**src/rtl/toggle_event_rx_if.sv**
```systemverilog
// Event-side bundle of toggle_event_rx: toggle input, consumer handshake and status outputs.
// master = consumer/driver of tog_in, slave = the receiver.
interface toggle_event_rx_if #(
  parameter int CNT_W = 16
);
  logic             tog_in;
  logic             ack;
  logic             clr;
  logic             evt_pulse;
  logic             evt_valid;
  logic [CNT_W-1:0] evt_cnt;
  logic             overflow;
  logic             stall;

  modport master (
    output tog_in, ack, clr,
    input  evt_pulse, evt_valid, evt_cnt, overflow, stall
  );

  modport slave (
    input  tog_in, ack, clr,
    output evt_pulse, evt_valid, evt_cnt, overflow, stall
  );
endinterface

```
**src/rtl/toggle_event_rx.sv**
```systemverilog
// Toggle-link receiver: synchronise tog_in, turn each level change into pulse, pending event and count.
// Optional idle-stall detector enabled by defining TOG_RX_TIMEOUT_EN.
//
// state  | meaning
// ST_ARM | settling after reset; prev follows the synchronised level, no events
// ST_RUN | every level change of the synchronised input is an event
module toggle_event_rx #(
  parameter int SYNC_STAGES = 2,
  parameter int CNT_W       = 16,
  parameter int PEND_W      = 3,
  parameter int TIMEOUT     = 1024
) (
  input  logic               clk,
  input  logic               reset,
  toggle_event_rx_if.slave   bus
);

  typedef enum logic {ST_ARM, ST_RUN} state_t;

  localparam int ARM_W = $clog2(SYNC_STAGES + 1);

  state_t             state_q, state_d;
  logic [SYNC_STAGES-1:0] sync_q;
  logic [ARM_W-1:0]   arm_q, arm_d;
  logic               prev_q, prev_d;
  logic [PEND_W-1:0]  pend_q, pend_d;
  logic [CNT_W-1:0]   cnt_q, cnt_d;
  logic               pulse_q, pulse_d;
  logic               ovf_q, ovf_d;

  logic sync_out, detect, take, full, ovf_set;

  always_ff @(posedge clk or posedge reset) begin
    if (reset) sync_q <= '0;
    else       sync_q <= {sync_q[SYNC_STAGES-2:0], bus.tog_in};
  end

  assign sync_out = sync_q[SYNC_STAGES-1];
  assign detect   = (state_q == ST_RUN) && (sync_out ^ prev_q);
  assign take     = bus.ack && (pend_q != '0);
  assign full     = &pend_q;

  always_comb begin
    state_d = state_q;
    arm_d   = arm_q;
    prev_d  = sync_out;
    pend_d  = pend_q;
    cnt_d   = cnt_q;
    pulse_d = detect;
    ovf_d   = ovf_q;
    ovf_set = 1'b0;

    case (state_q)
      ST_ARM: begin
        if (arm_q == '0) state_d = ST_RUN;
        else             arm_d   = arm_q - 1'b1;
      end
      ST_RUN: ;
      default: state_d = ST_ARM;
    endcase

    // a simultaneous detect and accepted ack cancel out
    if (detect && !take) begin
      if (full) ovf_set = 1'b1;
      else      pend_d  = pend_q + 1'b1;
    end else if (!detect && take) begin
      pend_d = pend_q - 1'b1;
    end

    if (bus.clr)     cnt_d = detect ? CNT_W'(1) : '0;
    else if (detect) cnt_d = cnt_q + 1'b1;

    if (ovf_set)      ovf_d = 1'b1;
    else if (bus.clr) ovf_d = 1'b0;
  end

  always_ff @(posedge clk or posedge reset) begin
    if (reset) begin
      state_q <= ST_ARM;
      arm_q   <= ARM_W'(SYNC_STAGES);
      prev_q  <= 1'b0;
      pend_q  <= '0;
      cnt_q   <= '0;
      pulse_q <= 1'b0;
      ovf_q   <= 1'b0;
    end else begin
      state_q <= state_d;
      arm_q   <= arm_d;
      prev_q  <= prev_d;
      pend_q  <= pend_d;
      cnt_q   <= cnt_d;
      pulse_q <= pulse_d;
      ovf_q   <= ovf_d;
    end
  end

  assign bus.evt_pulse = pulse_q;
  assign bus.evt_valid = (pend_q != '0);
  assign bus.evt_cnt   = cnt_q;
  assign bus.overflow  = ovf_q;

`ifdef TOG_RX_TIMEOUT_EN
  localparam int IDLE_W = $clog2(TIMEOUT + 1);

  logic [IDLE_W-1:0] idle_q, idle_d;
  logic              stall_q, stall_d;

  // saturating idle counter; stall rises on the edge that completes TIMEOUT quiet cycles
  always_comb begin
    idle_d  = idle_q;
    stall_d = stall_q;
    if (state_q == ST_RUN) begin
      if (detect) begin
        idle_d  = '0;
        stall_d = 1'b0;
      end else begin
        if (idle_q != IDLE_W'(TIMEOUT)) idle_d = idle_q + 1'b1;
        stall_d = stall_q | (idle_q >= IDLE_W'(TIMEOUT - 1));
      end
    end
  end

  always_ff @(posedge clk or posedge reset) begin
    if (reset) begin
      idle_q  <= '0;
      stall_q <= 1'b0;
    end else begin
      idle_q  <= idle_d;
      stall_q <= stall_d;
    end
  end

  assign bus.stall = stall_q;
`else
  assign bus.stall = 1'b0;
`endif

endmodule
```
**src/flat_wrapper.sv**
```systemverilog
// flat-port wrapper written by rule: the top's interface ports become plain ports
module toggle_event_rx_flat 
#(
  parameter int SYNC_STAGES = 2,
  parameter int CNT_W       = 16,
  parameter int PEND_W      = 3,
  parameter int TIMEOUT     = 1024
)
  (clk, reset, bus_tog_in, bus_ack, bus_clr, bus_evt_pulse, bus_evt_valid, bus_evt_cnt, bus_overflow, bus_stall);
  toggle_event_rx_if #(.CNT_W(CNT_W)) bus_i ();
  input  logic clk;
  input  logic reset;
  input wire logic [$bits(bus_i.tog_in)-1:0] bus_tog_in;
  input wire logic [$bits(bus_i.ack)-1:0] bus_ack;
  input wire logic [$bits(bus_i.clr)-1:0] bus_clr;
  output wire logic [$bits(bus_i.evt_pulse)-1:0] bus_evt_pulse;
  output wire logic [$bits(bus_i.evt_valid)-1:0] bus_evt_valid;
  output wire logic [$bits(bus_i.evt_cnt)-1:0] bus_evt_cnt;
  output wire logic [$bits(bus_i.overflow)-1:0] bus_overflow;
  output wire logic [$bits(bus_i.stall)-1:0] bus_stall;
  assign bus_i.tog_in = bus_tog_in;
  assign bus_i.ack = bus_ack;
  assign bus_i.clr = bus_clr;
  assign bus_evt_pulse = bus_i.evt_pulse;
  assign bus_evt_valid = bus_i.evt_valid;
  assign bus_evt_cnt = bus_i.evt_cnt;
  assign bus_overflow = bus_i.overflow;
  assign bus_stall = bus_i.stall;
  toggle_event_rx #(.SYNC_STAGES(SYNC_STAGES), .CNT_W(CNT_W), .PEND_W(PEND_W), .TIMEOUT(TIMEOUT)) u_core (.clk(clk), .reset(reset), .bus(bus_i));
endmodule
```
**config.mk**
```make
export PLATFORM = sky130hd
export DESIGN_NAME = toggle_event_rx_flat
export DESIGN_NICKNAME = d
export VERILOG_FILES = /design/src/rtl/toggle_event_rx_if.sv /design/src/rtl/toggle_event_rx.sv /design/src/flat_wrapper.sv
export SDC_FILE = /design/constraint.sdc
export NUM_CORES = 1
export LEC_CHECK = 0
export ABC_AREA = 1
export CORE_ASPECT_RATIO = 0.9
export CORE_MARGIN = 3
export CORE_UTILIZATION = 40
export CTS_BUF_LIST = sky130_fd_sc_hd__clkbuf_16
export CTS_CLUSTER_SIZE = 10
export DETAILED_ROUTE_END_ITERATION = 16
export GPL_TIMING_DRIVEN = 0
export PLACE_DENSITY = 0.74
export SETUP_SLACK_MARGIN = 0.1
export SYNTH_ARGS = -nofsm -noshare
export SYNTH_HDL_FRONTEND = slang
export SYNTH_SLANG_ARGS = --single-unit
```
**constraint.sdc**
```tcl
create_clock -name clk -period 1.95 [get_ports clk]
set_input_delay 0.195 -clock clk [delete_from_list [all_inputs] [get_ports clk]]
set_output_delay 0.195 -clock clk [all_outputs]
set_load 0.01 [all_outputs]
```
# [Word level (Yosys, flattened, before mapping)]
# Index checks and enable logic that the tools add are counted.
[word_totals] ff_bits=27 in_bits=5 out_inout_bits=20 word_cells=42
[op_classes] addsub=4 eq_ne=1 mux=12 bitwise_logic=3 n_reduce_logical=14
[op_table] op="$mux W16" n=2
[op_table] op="$add A16 B1 Y16 const B" n=1
[op_table] op="$mux W3" n=3
[op_table] op="$mux W1" n=7
[op_table] op="$reduce_bool A2 Y1" n=3
[op_table] op="$logic_and A1 B1 Y1" n=4
[op_table] op="$reduce_and A2 Y1" n=2
[op_table] op="$add A3 B1 Y3 const B" n=1
[op_table] op="$reduce_and A3 Y1" n=1
[op_table] op="$reduce_bool A3 Y1" n=1
[op_table] op="$sub A3 B1 Y3 const B" n=1
[op_table] op="$logic_not A1 Y1" n=2
[op_table] op="$logic_not A2 Y1" n=1
[op_table] op="$ne A2 B2 Y1 const B" n=1
[op_table] op="$not A1 Y1" n=2
[op_table] op="$sub A2 B1 Y2 const B" n=1
[op_table] op="$xor A1 B1 Y1" n=1

# [Longest topological paths before layout]
# Gate-level depths: netlist of the first run.
[logic_depth] word_depth=6 mapped_depth=10 depth_no_buf=9

# [Worst setup path before layout of the first run]
# OpenSTA, ideal clock, no wires.
[synth_path] path_type="register to register" start="reg u_core.sync_q[1]" end="reg u_core.pend_q[2]" setup_time_ns=0.117 arrival_ns=1.587 t_required_ns=1.833 path_slack_ns=0.246 stages_incl_launch_ff=10 path_buffers=1 synth_period_minus_slack_ns=1.704 cell_sequence="dfrtp_1 nand2_1 nand2_1 nor2_2 buf_6 nand2_1 fa_1 nand3b_1 nand4_1 nand2_1"
[synth_between] elab_chain_cells=6 word_cells_on_any_way=9 cone_classes="eq/ne: 1; mux: 1; bitwise: 1; reduce/logical: 6"
[synth_lines] item="start, declared" line_no="toggle_event_rx.sv:23" rtl="logic [SYNC_STAGES-1:0] sync_q;"
[synth_lines] item="start signal, assigned" line_no="toggle_event_rx.sv:35" rtl="else sync_q <= {sync_q[SYNC_STAGES-2:0], bus.tog_in};"
[synth_lines] item="$xor A1 B1 Y1 *" line_no="toggle_event_rx.sv:39" rtl="assign detect = (state_q == ST_RUN) && (sync_out ^ prev_q);"
[synth_lines] item="$logic_and A1 B1 Y1 *" line_no="toggle_event_rx.sv:39"
[synth_lines] item="via u_core.detect" line_no="toggle_event_rx.sv:31" rtl="logic sync_out, detect, take, full, ovf_set;"
[synth_lines] item="$logic_not A1 Y1" line_no="toggle_event_rx.sv:66" rtl="end else if (!detect && take) begin"
[synth_lines] item="$logic_and A1 B1 Y1" line_no="toggle_event_rx.sv:66"
[synth_lines] item="$reduce_bool A2 Y1 (no source line)"
[synth_lines] item="$reduce_and A2 Y1 (no source line)"
[synth_lines] item="end signal, assigned" line_no="toggle_event_rx.sv:90" rtl="pend_q <= pend_d;"
[synth_lines] item="end, declared" line_no="toggle_event_rx.sv:26" rtl="logic [PEND_W-1:0] pend_q, pend_d;"
# Mark *: on every way through the listed nets, which the timed path passes. The rest lies on a longest branch.
# A chain may end at the register's enable or synchronous reset.

# [Worst setup path after layout of the first run]
# Ends and elaborated chain as after synthesis.

==> impl_results.md, run 1 <==
* Die X at 68.78 um
* Share of cells above drive strength 1 at 13.04%
* Status: finished clean
* CP Depth at 9
* Final setup skew at 0.007588 ns
* Slew Limit Fails at 0
* Final ANT Viol Nets at 0
* GRT Overall Usage at 14.28%
* VDD IR max at 535.8 uV
* Slowest stage delay, CP at ~0.4 ns
* H-tree depth at 1
* Remaining global-route overflow at 0
* CP Capture Point: u_core.pend_q[2]
* DR vias/cell at 4.763
* RSZ-0062 raised after global routing: no
* Setup TNS at 0 ns
* R2R setup slack at approximately 0.23 ns
* Cell count after synthesis at 177
* Die H at approximately 63 um
* Total wire length at 2781 um
* Antenna violations before repair at 0
* Syn Area/Cell at about 8 um^2
* Tmin final at 1.722 ns
* Cell Rows at 19
* Sequential share of the synthesized area at between 40% and 50%
* Root buffer selected by CTS: clkbuf_16
* CP arrival at approximately 1.9 ns
* Yosys warnings at 0
* Fmax at 580.6 MHz
* CTS Buf Count at 3
* Vias in the first global route at 1,064
* Worst setup SP type: flip-flop
* Via count at 1,186
* Worst path most repeated cell: nand2_1
* DR iter-0 viols at 51
* Die ar. at roughly 0.0043 mm^2
* Post-Syn Area at 0.001419 mm^2
* Routed len/inst at 11.17 um
* Power, Total at 0.001406 W
* CTS sink cnt at 27
* Drt first pass iters at 4
* Yosys cell types at 28
* CP max FO at 3
* Clock slew at reported path FFs at 0.07 ns
* Hold WS at 0.3508 ns
* Crit path buf inv count at 1
* Part of the cycle the worst path needs at 88.33%
* # DRC at 0
* # IOs at 25
* Worst-Skew Late Latency at around 0.26 ns
* # Max-Cap Violations at 0
* Worst Setup SP: u_core.sync_q[1]
* First-pass GRT wire length at 4767 um
* Final setup violation count at 0
* Syn_nets at 185
* Ant diodes at 0
* Port Buf Inserts at 23
* CP required at approximately 2.1 ns
* Initial core utilization at roughly 44%
* Seq cells post-synth at 27
* Hold Path Class: reg -> reg
* R2r startpoint: u_core.sync_q[1]
* Worst reg2reg path depth at 9
* Crit Path Class: reg -> reg
* Reg-to-reg endpoint: u_core.pend_q[2]
* Fillers at between 300 and 400
* Placeable Area at 0.003233 mm^2
* DP HPWL at 2033 um
* Crit path cell chain: nand2_1 -> nand2_1 -> nor2_2 -> buf_6 -> nand2_2 -> fa_2 -> nand3b_1 -> nand4_1 -> nand2_1
* Slew HR at between 30% and 40%
* GP Congestion at between 0.8 and 0.9
* Tightest Pin Transition at 0.9999 ns
* Hold-fix buffers, CTS at 0
* Nets at 216
* Maximum clock path buffer count at 2
* Largest net degree at the start of global routing at 28
* Hold Fails Final Rpt at 0
* Delay-heaviest family, CP: simple AND/OR/NAND/NOR gates
* Leakage at 0.7938 nW
* PwrDens at 777.1 mW/mm^2
* Slowest-stage cell, CP: dfrtp_1
* CP Capture Type: flip-flop
* P&R area growth vs syn at 27.51%
* CTS tree: yes
[Yosys cell counts]
cell type   n  area share, %
nand2_1    42             11
dfrtp_1    26             46
nor2_1     23            6.1
inv_1      22            5.8
nand3_1    12            4.2
o21ai_0    12            4.2
a21oi_1     7            2.5
nand4_1     5            2.2
nor2_2      3            1.3
buf_4       2            1.1
ha_1        2            1.8
nand2_2     2           0.88
nand3_2     2            1.4
nor2_4      2            1.6
xor2_1      2            1.2
a21oi_2     1           0.62
and2_2      1           0.53
buf_6       1           0.79
conb_1      1           0.26
dfstp_2     1            1.9
fa_1        1            1.4
inv_2       1           0.26
nand2_4     1           0.79
nand3b_1    1           0.53
nor3_1      1           0.35
o21a_1      1           0.53
o21ai_1     1           0.35
or2_2       1           0.44
[power by group]
group	total [W]	internal (W)	switching [W]
registers	0.000659	0.000609	0.0000493
clock network	0.000465	0.000277	0.000188
logic	0.000283	0.000131	0.000152
[final cells by class]
class                   count  area [um^2]  area share [%]
clock inverters             1        5.005          0.2766
repair buffers             26        252.7           13.97
multi-input cells         124        634.4           35.06
well taps                  42        52.55           2.905
plain buffers               3        26.28           1.452
flip-flops and latches     27        676.9           37.41
clock buffers               3        75.07           4.149
inverters                  23        86.33           4.772
[logic make-up (layout without fill, tap and decap cells)]
| kind of cell | Yosys count | count (layout) | share of synthesized area (%) |
|---|---|---|---|
| simple gates | 96 | 96 | 31.48 |
| flops | 27 | 27 | 47.71 |
| buf+inv | 26 | 56 | 7.936 |
| compound gates | 22 | 22 | 8.201 |
| fa+ha+maj | 3 | 3 | 3.174 |
| xor+xnor | 2 | 2 | 1.235 |
| other cells | 1 | 1 | 0.2643 |
[layer usage]
metal / GRT usage [%] / routed length, um / share of wire (%)
met2: 21.69 / 1293 / 46
met1: 19.95 / 1344 / 48
met4: 2.190 / 21 / 0.76
met5: 0 / 0 / 0
met3: 4.856 / 122 / 4.4
[registers in the layout, summed over array words and instances, names as in the netlist]
| signal | count |
|---|---|
| u_core.arm_q | 2 |
| u_core.bus.evt_cnt | 16 |
| u_core.bus.evt_pulse | 1 |
| u_core.bus.overflow | 1 |
| u_core.pend_q | 3 |
| u_core.prev_q | 1 |
| u_core.state_q | 1 |
| u_core.sync_q | 2 |
[worst min-delay path by stage]
stage | endpoint | start | cells past startpoint | slack [ns]
after floorplan | u_core.sync_q[0] | bus_tog_in | 0 | 0.23
after global placement | u_core.sync_q[1] | u_core.sync_q[0] | 0 | 0.33
after detailed placement | u_core.sync_q[1] | u_core.sync_q[0] | 0 | 0.34
after CTS | u_core.sync_q[1] | u_core.sync_q[0] | 0 | 0.35
after global routing | u_core.sync_q[1] | u_core.sync_q[0] | 0 | 0.37
final | u_core.sync_q[1] | u_core.sync_q[0] | 0 | 0.35
[through the flow]
step / worst slack, ns / utilization [%] / std cells / area (um^2)
after CTS: 0.1180 / 55.34 / 247 / 1789
after global routing: 0.1178 / 55.96 / 249 / 1809
after detailed placement: 0.08257 / 52.63 / 242 / 1702
final: 0.2275 / 55.96 / 249 / 1809
after floorplan: 0.2464 / - / 177 / 1419
after global placement: 0.1157 / 52.63 / 242 / 1702
[cells in the final DEF (no fill, tap or decap), drive strengths merged]
master,instances
nand2,45
nor2,28
dfrtp,26
clkdlybuf4s50,23
inv,23
nand3,14
o21ai,13
a21oi,8
buf,6
nand4,5
clkbuf,3
xor2,2
ha,2
o21a,1
or2,1
nand3b,1
and2,1
nor3,1
fa,1
conb,1
clkinv,1
dfstp,1
[timing repair]
| action | CTS | global route |
|---|---|---|
| endpoints found under the setup margin | 1 | 1 |
| endpoints found under the hold margin | 0 | 0 |
| buffers inserted | 1 | 2 |
| gates resized for setup | 0 | 2 |
| pin swaps | 0 | 1 |
Note: power is estimated with default switching activity, not from simulation.
==> run 2, diff against run 1 <==
- CORE_MARGIN: 3 -> 1
==> run 2 against run 1 <==
Flip-flop and latch count is the same. Setup slack lost 0.0061 ns. Critical path type unchanged. Maximum frequency shrank 0.35%. Cell count grew 0.40%. Critical endpoint unchanged. Critical path depth is the same. Count of clock-buffer cells in the layout is the same.
==> impl_results.md, run 2 (synthesis gave the netlist of run 1 again) <==
* Final cell count without fillers at 250
* Initial core utilization at 42.00%
* Share of cells above drive strength 1 at 12.62%
* Power, Total at 0.001404 W
* Total wire length at 2939 um
* Setup TNS at 0 ns
* Antenna violations before repair at 0
* CTS Buf Count at 3
* Routed len/inst at 11.76 um
* Via count at 1,232
* Root buffer selected by CTS: clkbuf_16
* Remaining global-route overflow at 0
* Crit path cell chain: nand2_2 -> nand2_1 -> nor2_4 -> buf_6 -> nand2_2 -> fa_2 -> nand3b_1 -> nand4_1 -> nand2_1
* Crit Path Class: reg -> reg
* Hold Fails Final Rpt at 0
* Nets at 215
* Post-route design area at between 0.0015 and 0.002 mm^2
* Die H at about 59 um
* Final setup violation count at 0
* DR vias/cell at 4.928
* First-pass GRT wire length at 5057 um
* Maximum clock path buffer count at 2
* GRT Overall Usage at 17.42%
* CP max FO at 4
* Slew Limit Fails at 0
* # Max-Cap Violations at 0
* Max reg flops at 16
* GP Congestion at roughly 0.8
* Delay-heaviest family, CP: simple AND/OR/NAND/NOR gates
* # IOs at 25
* Port Buf Inserts at 23
* H-tree depth at 1
* Clock slew at reported path FFs at 0.07 ns
* Drt first pass iters at 4
* Part of the cycle the worst path needs at roughly 90%
* CTS tree: yes
* Die X at 64.78 um
* DP HPWL at 2031 um
* DP Cell Count at 244
* Slowest-stage cell, CP: dfrtp_1
* # DRC at 0
* CP required at 2.10 ns
* Ant diodes at 0
* Tightest Pin Transition at around 1.0 ns
* Die ar. at 0.003790 mm^2
* Final ANT Viol Nets at 0
* P&R area growth vs syn at 27.60%
* Worst-Skew Late Latency at 0.26 ns
* Slew HR at a little under a third
* Largest net degree at the start of global routing at 28
* DR iter-0 viols at 62
* Hold-fix buffers, CTS at 0
* Final setup skew at 0.006168 ns
* Cell Rows at 20
* RSZ-0062 raised after global routing: no
* Hold Path Class: reg -> reg
* Slowest stage delay, CP at 0.41 ns
* Placeable Area at approximately 0.0034 mm^2
* Tmin final at 1.729 ns
* Leakage at 0.7922 nW
* PwrDens at 775.7 mW/mm^2
* CP Capture Type: flip-flop
* VDD IR max at 477.9 uV
* CTS sink cnt at 27
* CP arrival at 1.88 ns
* Commonest non-fill, non-tap cell in the layout: nand2_1
* Post-Place Cell Area at 0.001704 mm^2
* Most frequent cells in the layout: 40 x nand2_1, 26 x dfrtp_1, 23 x nor2_1, 23 x inv_1, 23 x clkdlybuf4s50_1
* Crit path buf inv count at 1
* Fmax at slightly below 600 MHz
* Vias in the first global route at 1,133
* Status: finished clean
* Worst setup SP type: flip-flop
run 2: cell count changes in the layout (fill, tap and decap cells not counted):
cell | previous run | this run
clkinv_2 | 1 | 0
nand2_1 | 41 | 40
buf_4 | 5 | 4
inv_1 | 22 | 23
nor2_4 | 2 | 3
nand2_2 | 3 | 4
nor2_2 | 3 | 2
run 2: cell type report:
type | instances | area [um^2]
sequential | 27 | 676.9
multi-input combinational | 124 | 641.9
tap | 44 | 55.05
clock buffer | 3 | 75.07
buffer | 3 | 26.28
timing repair buffer | 25 | 245.2
inverter | 23 | 86.33
clock inverter | 1 | 3.754
fill | 310 | 1568
run 2: layer usage:
metal	part of all wire (%)	vias to the layer above	routed length, um	GRT usage (%)
met5	0	-	0	0
met4	0.99	0	29	4.127
met3	4.3	4	127	3.876
met2	46	33	1354	27.83
met1	49	578	1426	24.16
li1	-	617	-	-
run 2: path summary, 6_finish.rpt:
| path | endpoint | startpoint | depth (start not counted) | slack [ns] |
|---|---|---|---|---|
| min in group asynchronous | u_core.sync_q[0] | reset | 2 | 0.48 |
| worst max-delay path | u_core.pend_q[2] | u_core.sync_q[1] | 9 | 0.22 |
| max in group asynchronous | u_core.bus.overflow | reset | 2 | 0.84 |
| worst max register to register | u_core.pend_q[2] | u_core.sync_q[1] | 9 | 0.22 |
| worst min register to register | u_core.sync_q[1] | u_core.sync_q[0] | 0 | 0.35 |
| worst min-delay path | u_core.sync_q[1] | u_core.sync_q[0] | 0 | 0.35 |
run 2: power breakdown:
part / switching [W] / total [W] / internal [W]
combinational: 0.000152 / 0.000283 / 0.000131
clock: 0.000187 / 0.000461 / 0.000274
sequential: 0.0000509 / 0.000660 / 0.000609
total: 0.000390 / 0.00140 / 0.00101
run 2: worst reg2reg max path: cells and delay by family, from the launching register on:
family,cells,cell delay [ns]
fa+ha+maj,1,0.39
buf+inv,1,0.11
flops,1,0.41
simple gates,7,0.71
run 2: metrics by stage:
step / utilization, % / worst slack (ns) / hold slack (ns)
finish: 53.59 / 0.2214 / 0.3498
detailed placement: 50.44 / 0.07122 / 0.3347
floorplan: - / 0.2464 / 0.2264
global placement: 50.44 / 0.1099 / 0.3351
CTS: 53.00 / 0.1227 / 0.3497
global route: 53.59 / 0.1063 / 0.3708
run 2: repair_timing:
action | in CTS | in global routing
gates resized for setup | 0 | 4
endpoints found under the setup margin | 1 | 1
setup buffers | 1 | 1
pin swaps | 0 | 1
